## src/rtl/wb_pkg.sv

```systemverilog
// -----------------------------------------------------------------------------
// wb_pkg -- shared definitions for the register write-back queue.
//
// Contents:
//   REG_ADDR_W  register-number width (5)
//   DATA_W      result width (32)
//   wb_entry_t  one pending write: {regno, data}
//
// The register-number field is called regno because "reg" is a reserved word.
// -----------------------------------------------------------------------------
package wb_pkg;

    localparam int REG_ADDR_W = 5;
    localparam int DATA_W     = 32;

    typedef struct packed {
        logic [REG_ADDR_W-1:0] regno;
        logic [DATA_W-1:0]     data;
    } wb_entry_t;

    // Register 0 is hard-wired; writes to it are never queued.
    function automatic logic is_wb_target(input logic [REG_ADDR_W-1:0] r);
        return r != '0;
    endfunction

endpackage

```

## src/rtl/wb_fifo.sv

```systemverilog
// -----------------------------------------------------------------------------
// wb_fifo -- storage and pointers for pending register writes.
//
// Parameters:
//   DEPTH        number of entries (power of two, >= 2)
// Ports:
//   clock        rising-edge clock
//   reset_n      synchronous active-low reset (pointers/count only)
//   push         write push_entry at the tail (caller guarantees !full)
//   push_entry   entry to enqueue
//   pop          drop the head entry (caller guarantees count != 0)
//   head         oldest queued entry
//   count        number of queued entries
//   full         count == DEPTH
//   entries      raw storage, for the forwarding search
//                (only with REG_WRITEBACK_QUEUE_BYPASS_EN)
//   rd_ptr_o     read pointer, for the forwarding search
//                (only with REG_WRITEBACK_QUEUE_BYPASS_EN)
// -----------------------------------------------------------------------------
module wb_fifo
    import wb_pkg::*;
#(
    parameter  int DEPTH = 4,
    localparam int PTR_W = $clog2(DEPTH),
    localparam int CNT_W = $clog2(DEPTH + 1)
) (
    input  logic             clock,
    input  logic             reset_n,
    input  logic             push,
    input  wb_entry_t        push_entry,
    input  logic             pop,
    output wb_entry_t        head,
    output logic [CNT_W-1:0] count,
    output logic             full
`ifdef REG_WRITEBACK_QUEUE_BYPASS_EN
    ,
    output wb_entry_t [DEPTH-1:0] entries,
    output logic [PTR_W-1:0]      rd_ptr_o
`endif
);

    wb_entry_t [DEPTH-1:0] mem;
    logic [PTR_W-1:0]      wr_ptr;
    logic [PTR_W-1:0]      rd_ptr;

    // Storage is deliberately not reset; only count decides what is valid.
    always_ff @(posedge clock) begin
        if (push)
            mem[wr_ptr] <= push_entry;
    end

    // DEPTH is a power of two, so pointers wrap by plain overflow.
    always_ff @(posedge clock) begin
        if (!reset_n) begin
            wr_ptr <= '0;
            rd_ptr <= '0;
            count  <= '0;
        end else begin
            if (push)
                wr_ptr <= wr_ptr + PTR_W'(1);
            if (pop)
                rd_ptr <= rd_ptr + PTR_W'(1);
            case ({push, pop})
                2'b10:   count <= count + CNT_W'(1);
                2'b01:   count <= count - CNT_W'(1);
                default: count <= count;
            endcase
        end
    end

    assign head = mem[rd_ptr];
    assign full = (count == CNT_W'(DEPTH));

`ifdef REG_WRITEBACK_QUEUE_BYPASS_EN
    assign entries  = mem;
    assign rd_ptr_o = rd_ptr;
`endif

endmodule

```

## src/rtl/reg_writeback_queue.sv

```systemverilog
// -----------------------------------------------------------------------------
// reg_writeback_queue -- buffers execution results and retires them to the
// register-file write port one per cycle, in acceptance order.
//
// Optional feature macro: REG_WRITEBACK_QUEUE_BYPASS_EN
//   When defined, adds a combinational forwarding search of the queue and the
//   output stage for two read addresses.
//
// Parameters:
//   DEPTH        pending-entry capacity (power of two, >= 2)
// Ports:
//   clock        sole clock, rising edge
//   reset_n      synchronous active-low reset
//   in_valid     producer has a result
//   in_ready     queue has room (from registered count only)
//   in_reg       destination register; 0 is accepted and dropped
//   in_data      result value
//   drain_hold   stall issue to the register file
//   Writereg     registered write address
//   Writedata    registered write data
//   RegWrite     registered write strobe, high for one cycle per write
//   Readreg1/2   register-file read addresses
//   count        queued entries
//   fwd_hit1/2   forwarding hit      (only with REG_WRITEBACK_QUEUE_BYPASS_EN)
//   fwd_data1/2  forwarded value     (only with REG_WRITEBACK_QUEUE_BYPASS_EN)
// -----------------------------------------------------------------------------
module reg_writeback_queue
    import wb_pkg::*;
#(
    parameter  int DEPTH = 4,
    localparam int CNT_W = $clog2(DEPTH + 1)
) (
    input  logic             clock,
    input  logic             reset_n,
    input  logic             in_valid,
    output logic             in_ready,
    input  logic [4:0]       in_reg,
    input  logic [31:0]      in_data,
    input  logic             drain_hold,
    output logic [4:0]       Writereg,
    output logic [31:0]      Writedata,
    output logic             RegWrite,
    input  logic [4:0]       Readreg1,
    input  logic [4:0]       Readreg2,
    output logic [CNT_W-1:0] count
`ifdef REG_WRITEBACK_QUEUE_BYPASS_EN
    ,
    output logic             fwd_hit1,
    output logic             fwd_hit2,
    output logic [31:0]      fwd_data1,
    output logic [31:0]      fwd_data2
`endif
);

    wb_entry_t push_entry;
    wb_entry_t head;
    logic      full;
    logic      accept;
    logic      push;
    logic      pop;

    // A full queue refuses input even if it pops this cycle: in_ready must
    // not depend on drain_hold.
    assign in_ready = !full;
    assign accept   = in_valid && in_ready;
    assign push     = accept && is_wb_target(in_reg);
    assign pop      = (count != '0) && !drain_hold;

    assign push_entry.regno = in_reg;
    assign push_entry.data  = in_data;

`ifdef REG_WRITEBACK_QUEUE_BYPASS_EN
    localparam int PTR_W = $clog2(DEPTH);

    wb_entry_t [DEPTH-1:0] fifo_entries;
    logic [PTR_W-1:0]      fifo_rd_ptr;
`endif

    wb_fifo #(
        .DEPTH      (DEPTH)
    ) u_fifo (
        .clock      (clock),
        .reset_n    (reset_n),
        .push       (push),
        .push_entry (push_entry),
        .pop        (pop),
        .head       (head),
        .count      (count),
        .full       (full)
`ifdef REG_WRITEBACK_QUEUE_BYPASS_EN
        ,
        .entries    (fifo_entries),
        .rd_ptr_o   (fifo_rd_ptr)
`endif
    );

    // Output stage: address/data only move on a pop so the port holds its
    // last value while RegWrite is low.
    always_ff @(posedge clock) begin
        if (!reset_n) begin
            RegWrite  <= 1'b0;
            Writereg  <= '0;
            Writedata <= '0;
        end else begin
            RegWrite <= pop;
            if (pop) begin
                Writereg  <= head.regno;
                Writedata <= head.data;
            end
        end
    end

`ifdef REG_WRITEBACK_QUEUE_BYPASS_EN
    logic [1:0][REG_ADDR_W-1:0] rd_addr;
    logic [1:0]                 hit;
    logic [1:0][DATA_W-1:0]     fdata;

    assign rd_addr = {Readreg2, Readreg1};

    // Search order sets priority: output stage first, then queue slots from
    // oldest to youngest, so the last match (youngest) wins.
    always_comb begin
        logic [PTR_W-1:0] idx;
        idx   = '0;
        hit   = '0;
        fdata = '0;
        for (int p = 0; p < 2; p++) begin
            if (rd_addr[p] != '0) begin
                if (RegWrite && (Writereg == rd_addr[p])) begin
                    hit[p]   = 1'b1;
                    fdata[p] = Writedata;
                end
                for (int i = 0; i < DEPTH; i++) begin
                    idx = fifo_rd_ptr + PTR_W'(i);
                    if ((CNT_W'(i) < count) && (fifo_entries[idx].regno == rd_addr[p])) begin
                        hit[p]   = 1'b1;
                        fdata[p] = fifo_entries[idx].data;
                    end
                end
            end
        end
    end

    assign fwd_hit1  = hit[0];
    assign fwd_hit2  = hit[1];
    assign fwd_data1 = fdata[0];
    assign fwd_data2 = fdata[1];
`else
    // Read addresses only feed the forwarding search.
    logic unused_rd;
    assign unused_rd = &{1'b0, Readreg1, Readreg2};
`endif

endmodule

```

## config.mk

```make
export PLATFORM = sky130hd
export DESIGN_NAME = reg_writeback_queue
export DESIGN_NICKNAME = d
export VERILOG_FILES = /design/src/rtl/wb_pkg.sv /design/src/rtl/wb_fifo.sv /design/src/rtl/reg_writeback_queue.sv
export SDC_FILE = /design/constraint.sdc
export NUM_CORES = 1
export LEC_CHECK = 0
export CORE_MARGIN = 2
export CORE_UTILIZATION = 54
export CTS_CLUSTER_DIAMETER = 200
export CTS_CLUSTER_SIZE = 30
export DETAILED_ROUTE_END_ITERATION = 12
export PLACE_DENSITY = 0.79
export SLEW_MARGIN = 20
export SYNTH_ARGS = -nofsm -noshare
export SYNTH_HDL_FRONTEND = slang
export SYNTH_SLANG_ARGS = --single-unit
```

## constraint.sdc

```tcl
create_clock -name clock -period 3.5 [get_ports clock]
set_clock_uncertainty 0.2 [all_clocks]
set_input_delay 0.7 -clock clock [delete_from_list [all_inputs] [get_ports clock]]
set_output_delay 0.7 -clock clock [all_outputs]
set_load 0.1 [all_outputs]
```

# --- Word-level counts from Yosys, hierarchy flattened ---
# Cells that the tools add are included.
# W data, S select, Z words.
totals:
  ff_bits: 193
  in_bits: 51
  output_inout_bits: 42
  elab_cells: 39
op_classes:
  add_sub_neg: 4
  order_cmp: 3
  eq_ne: 3
  mux: 6
  n_reduce_logical: 9
ops:
  columns: ["cell", "n"]
  rows:
  - ["$bwmux W148", 1]
  - ["$bmux W37 S2", 1]
  - ["$demux W37 S2", 1]
  - ["$mux W37", 2]
  - ["$lt A2 B3 Y1 const B", 2]
  - ["$pmux W3 S2", 1]
  - ["$reduce_bool A5 Y1", 1]
  - ["$add A2 B1 Y2 const B", 2]
  - ["$logic_and A1 B1 Y1", 4]
  - ["$add A3 B1 Y3 const B", 1]
  - ["$eq A3 B3 Y1 const B", 1]
  - ["$reduce_bool A3 Y1", 1]
  - ["$sub A3 B1 Y3 const B", 1]
  - ["$eq A2 B1 Y1 const B", 1]
  - ["$eq A2 B2 Y1 const B", 1]
  - ["$ge A2 B1 Y1 const B", 1]
  - ["$logic_not A1 Y1", 2]
  - ["$reduce_bool A2 Y1", 1]

# --- Depth between registers and ports, before layout ---
# Gate-level depths: netlist of the first run.
logic_depth:
  word_depth: 6
  mapped_depth: 9
  ltp_nobuf: 9

# --- Modules after synthesis ---
# Synthesis of the first run repeated with hierarchy kept, for this count alone.
hier_totals:
  hier_cells: 398
  area_unflattened_um2: 7236.9
by_module_without_submodules:
  columns: ["module", "n_inst", "cells_per_inst", "area_each_um2", "seq_area_each_um2"]
  rows:
  - ["wb_fifo", 1, 231, 5724.2, 4584.4]
  - ["reg_writeback_queue", 1, 167, 1512.7, 760.7]

# --- Worst setup path after synthesis of the first run ---
# Ideal clock, no wire load.
synth_path:
  kind: "register to register"
  from: "register u_fifo.count[0]"
  to: "register u_fifo.mem[0] in the netlist's numbering, enable pin"
  setup_ns: 0.398
  arrival_ns: 3.199
  t_required_ns: 2.902
  slack_ns: -0.297
  stages_incl_launch_ff: 4
  n_path_buf: 0
  period_less_slack_ns: 3.797
  cell_sequence: "dfxtp_1 > or3b_1 > o211a_2 > and2_1"
synth_via:
  elab_chain_len: 4
synth_rtl:
  columns: ["element", "line", "text"]
  rows:
  - ["from (decl)", "wb_fifo.sv:33", "output logic [CNT_W-1:0] count,"]
  - ["from (signal assigned)", "wb_fifo.sv:64", "2'b10: count <= count + CNT_W'(1);"]
  - ["from (signal assigned)", "wb_fifo.sv:65", "2'b01: count <= count - CNT_W'(1);"]
  - ["from (signal assigned)", "wb_fifo.sv:66", "default: count <= count;"]
  - ["$eq A3 B3 Y1", "wb_fifo.sv:72", "assign full = (count == CNT_W'(DEPTH));"]
  - ["$logic_not A1 Y1", "reg_writeback_queue.sv:64", "assign in_ready = !full;"]
  - ["named net in_ready", "reg_writeback_queue.sv:36", "output logic in_ready,"]
  - ["$logic_and A1 B1 Y1", "reg_writeback_queue.sv:65", "assign accept = in_valid && in_ready;"]
  - ["$logic_and A1 B1 Y1", "reg_writeback_queue.sv:66", "assign push = accept && is_wb_target(in_reg);"]
  - ["to (signal, indexed assignment)", "wb_fifo.sv:49", "mem[wr_ptr] <= push_entry;"]
  - ["to (decl)", "wb_fifo.sv:42", "wb_entry_t [DEPTH-1:0] mem;"]
# The timed path passes the listed nets, and every way through them passes these cells.
# A chain may end at the register's enable or synchronous reset.

# --- Worst setup path in the final report of the first run ---
layout_path:
  from: "input in_reg[3]"
  to: "register u_fifo.count[2]"
layout_via:
  elab_chain_len: 4
  word_cells_on_any_way: 6
  classes_between: "eq/ne (2); mux (1); reduce/logical (3)"
layout_rtl:
  columns: ["element", "line", "text"]
  rows:
  - ["from (decl)", "reg_writeback_queue.sv:37", "input logic [4:0] in_reg,"]
  - ["$reduce_bool A5 Y1 *", "wb_pkg.sv:23", "return r != '0;"]
  - ["$logic_and A1 B1 Y1 *", "reg_writeback_queue.sv:66", null]
  - ["$eq A2 B1 Y1 or $eq A2 B2 Y1 (tied branches)", "wb_fifo.sv:63", "case ({push, pop})"]
  - ["$pmux W3 S2 or $reduce_bool A2 Y1 (tied branches)", null, null]
# Mark *: on every way between the ends. The rest lies on a longest branch, timed or not.

==> results of run 1 <==
==> layer usage <==
| metal | track usage [%] | part of all wire (%) | up-vias |
|---|---|---|---|
| met5 | 0 | 0 | - |
| met4 | 7.37 | 0.91 | 0 |
| met3 | 5.15 | 6.2 | 9 |
| met2 | 29.1 | 51 | 131 |
| met1 | 24.1 | 42 | 1710 |
| li1 | - | - | 1526 |
==> sequential cells by signal, indices dropped and copies added (netlist names) <==
register and cells:
u_fifo.mem 148, Writedata 32, u_fifo.wr_ptr 2, u_fifo.count 3, RegWrite 1, Writereg 5
u_fifo.rd_ptr 2
==> final timing paths <==
| path | end | depth (start not counted) |
|---|---|---|
| hold reg to reg | Writedata[24]$_SDFFE_PN0P_ | 1 |
| setup reg to reg | u_fifo.count[2]$_SDFFE_PN0P_ | 9 |
| hold / removal | Writedata[24]$_SDFFE_PN0P_ | 1 |
| setup / recovery | u_fifo.count[2]$_SDFFE_PN0P_ | 10 |
==> worst max-delay path: stages <==
cell             delay (ns)
clkdlybuf4s50_1        0.43
or4_1                  0.50
o211a_2                0.26
inv_1                  0.06
ha_1                   0.19
inv_1                  0.06
fa_1                   0.38
xor2_1                 0.17
or3_1                  0.35
a21oi_1                0.16
==> cells by family (layout without fill, tap and decap cells) <==
logic type / count (synthesis) / after routing / synth area share [%]
AND/OR/NAND/NOR: 19 / 19 / 1.54
flip-flops: 193 / 193 / 77.2
buffers and inverters: 24 / 130 / 1.99
XOR/XNOR: 2 / 2 / 0.253
adder cells (fa/ha/maj): 6 / 6 / 1.19
AO/OA/AOI/OAI: 46 / 46 / 5.48
multiplexers: 39 / 39 / 12.3
==> cell usage after synthesis <==
| cell type | count | share of area (%) |
|---|---|---|
| or3_1 | 2 | 0.18 |
| fa_1 | 1 | 0.29 |
| clkbuf_2 | 1 | 0.072 |
| xor2_1 | 2 | 0.25 |
| nand2_1 | 4 | 0.22 |
| o21ai_0 | 2 | 0.14 |
| nor3_2 | 1 | 0.14 |
| inv_2 | 2 | 0.11 |
| buf_4 | 5 | 0.54 |
| or3b_1 | 1 | 0.13 |
| nor2_1 | 4 | 0.22 |
| o21a_1 | 1 | 0.11 |
| nor3_1 | 1 | 0.072 |
| or4_1 | 2 | 0.22 |
| buf_2 | 4 | 0.29 |
| a21oi_1 | 4 | 0.29 |
| dfxtp_1 | 45 | 13 |
| ha_1 | 5 | 0.90 |
| and2_1 | 4 | 0.36 |
| a22o_1 | 37 | 4.7 |
| mux4_2 | 37 | 12 |
| clkbuf_1 | 3 | 0.16 |
| o211a_2 | 1 | 0.14 |
| mux2i_1 | 2 | 0.29 |
| buf_6 | 3 | 0.49 |
| edfxtp_1 | 148 | 64 |
| o31ai_1 | 1 | 0.11 |
| inv_1 | 6 | 0.33 |
==> power by group through the flow <==
stage / sequential [mW] / combinational, mW / clock, mW
floorplan: 3.92 / 0.777 / 0
global placement: 3.08 / 2.04 / 0
detailed placement: 3.10 / 2.07 / 0
CTS: 3.06 / 2.08 / 1.81
global route: 3.09 / 2.15 / 1.90
finish: 3.05 / 2.06 / 1.78
==> stage by stage <==
step / power (mW) / std cells / TNS (ns) / hold WS, ns / utilization, %
floorplan: 4.70 / 329 / 0 / 0.268 / -
global placement: 5.13 / 575 / 0 / 0.262 / 62.2
detailed placement: 5.17 / 575 / -0.0186 / 0.267 / 62.2
CTS: 6.95 / 607 / 0 / 0.282 / 66.6
global route: 7.15 / 607 / 0 / 0.295 / 66.6
finish: 6.89 / 607 / 0 / 0.276 / 66.6
==> final cells by class <==
cell class | instances | area share (%)
tap | 172 | 2.57
clock inverter | 8 | 0.717
clock buffer | 24 | 5.87
inverter | 8 | 0.359
multi-input combinational | 112 | 17.3
sequential | 193 | 63.9
timing repair buffer | 90 | 9.26
==> out/results.tsv, run 1 <==
stage	metric	value	unit
power_and_ir_drop	Switching Fraction	35.1	%
logic_synthesis	Mapped Area	0.00692	mm2
drt	Detailed Route Iter0 Violations	189	
floorplanning	core area	0.0126	mm2
floorplanning	Die ar.	0.0137	mm2
cells_and_area	area of the multi-input gates	0.00145	mm2
logic_synthesis	Ys Warns	0	
worst_setup_path	worst setup path start	in_reg[3]	
power_and_ir_drop	Int Pwr	4.47	mW
min_path	hold wc startpoint	Writedata[24]$_SDFFE_PN0P_	
placement	hpwl dp	6450	um
cts	Worst-path clk slew	0.06	ns
power_and_ir_drop	Pleak	2.87	nW
cts	H-tree level count	4	
cts	Longest Clk Path Bufs	2	
floorplanning	initial core utilization	55.1	%
drt	Final ANT Viol Nets	0	
floorplanning	num rows	41	
floorplanning	boundary pin count	93	
worst_setup_path	Critical Path Fanout Max	2	
timing	worst slew pin tran	1.06	ns
placement	PortBufs	82	
cells_and_area	cell area after layout	0.00837	mm2
timing	Final Hold Viols	0	
cts	count of cells resized by post-cts repair	0	
worst_setup_path	Worst Path Class, Setup	in2reg	
worst_setup_path	nature of the critical path startpoint	input pin	
power_and_ir_drop	Clock power frac	25.8	%
timing	worst rel slew slack	29.1	%
cts	Skew-Pair Late Insertion Delay	0.42	ns
timing	unrepaired setup endpoints after global routing	no	
cts	clock sinks	193	
cts	hold buffer count at cts	0	
grt	Overflow after GRT	0	
grt	initial antenna violation count	0	
worst_setup_path	Critical Path AT	3.27	ns
grt	largest net degree at the start of global routing	41	
timing	final worst path period need	3.13	ns
floorplanning	chip width	117	um
cells_and_area	most frequent cells in the layout	edfxtp_1 (148), buf_4 (50), dfxtp_1 (42), clkdlybuf4s50_1 (40)	
placement	Post-DP Area	0.00782	mm2
cells_and_area	n_diodes	0	
worst_setup_path	worst flop-to-flop path startpoint	u_fifo.count[0]$_SDFFE_PN0P_	
drt	wire per inst	19.1	um
drt	DR vias	3376	
logic_synthesis	number of synthesized register bits	193	
timing	Max Slew Vio Count	0	
timing	final setup margin	0.371	ns
cells_and_area	share of post-route cells with drive strength above 1	28.7	%
logic_synthesis	Post-Synthesis Cells	329	
cts	clk root buf	clkbuf_16	
grt	first-pass GRT wire length	17800	um
drt	Via-to-Cell Ratio	5.56	
min_path	Hold Crit Class	reg2reg	
timing	Max Clock Freq	320	MHz
run_status	status	completed	
drt	residual DRC count	0	
floorplanning	chip height	117	um
cells_and_area	synth-to-layout area growth	21.0	%
worst_setup_path	Critical Path RT	3.64	ns
power_and_ir_drop	switching pwr	2.42	mW
power_and_ir_drop	Power Density	822	mW/mm2
cts	# Post-CTS Setup Buffers	0	
cells_and_area	final net count	479	
cells_and_area	commonest non-fill, non-tap cell in the layout	edfxtp_1	
placement	pre-CTS setup slack	-0.0186	ns
timing	Setup violations, final	0	
timing	final worst path period share	89.4	%
drt	Post-Route WL	11600	um
power_and_ir_drop	VDD IR-drop max	0.613	mV
flow_run	Max Cap Viol	0	
cells_and_area	Reg area	0.00535	mm2
grt	GR Util All Layers	18.3	%
worst_setup_path	flop-to-flop setup slack	0.90	ns
placement	routability-driven placement congestion ratio	0.714	
grt	vias in the first global route	3406	
cts	CTS tree	yes	
logic_synthesis	syn_nets	386	
power_and_ir_drop	logic gate share of total power	29.9	%
drt	DR pass1 iterations	4	
logic_synthesis	syn_area_per_cell	21.0	um2
logic_synthesis	Cell variety after synth	28	
worst_setup_path	Setup crit end kind	flop	
cts	TritonCTS Buffers	17	
logic_synthesis	sequential cell area fraction in the yosys report	77.2	%
cells_and_area	filler instances	827	
power_and_ir_drop	part of the power in registers	44.2	%
Power figures use the tool's default switching activity.
==> inputs of run 2 (changes only) <==
--- a/config.mk
+++ b/config.mk
@@ -5,6 +5,7 @@
 export SDC_FILE = /design/constraint.sdc
 export NUM_CORES = 1
 export LEC_CHECK = 0
+export ABC_CLOCK_PERIOD_IN_PS = 3500
 export CORE_MARGIN = 2
 export CORE_UTILIZATION = 54
 export CTS_CLUSTER_DIAMETER = 200
==> results of run 2 <==
Same layout as run 1: the final DEF is identical, and so are final timing and power.
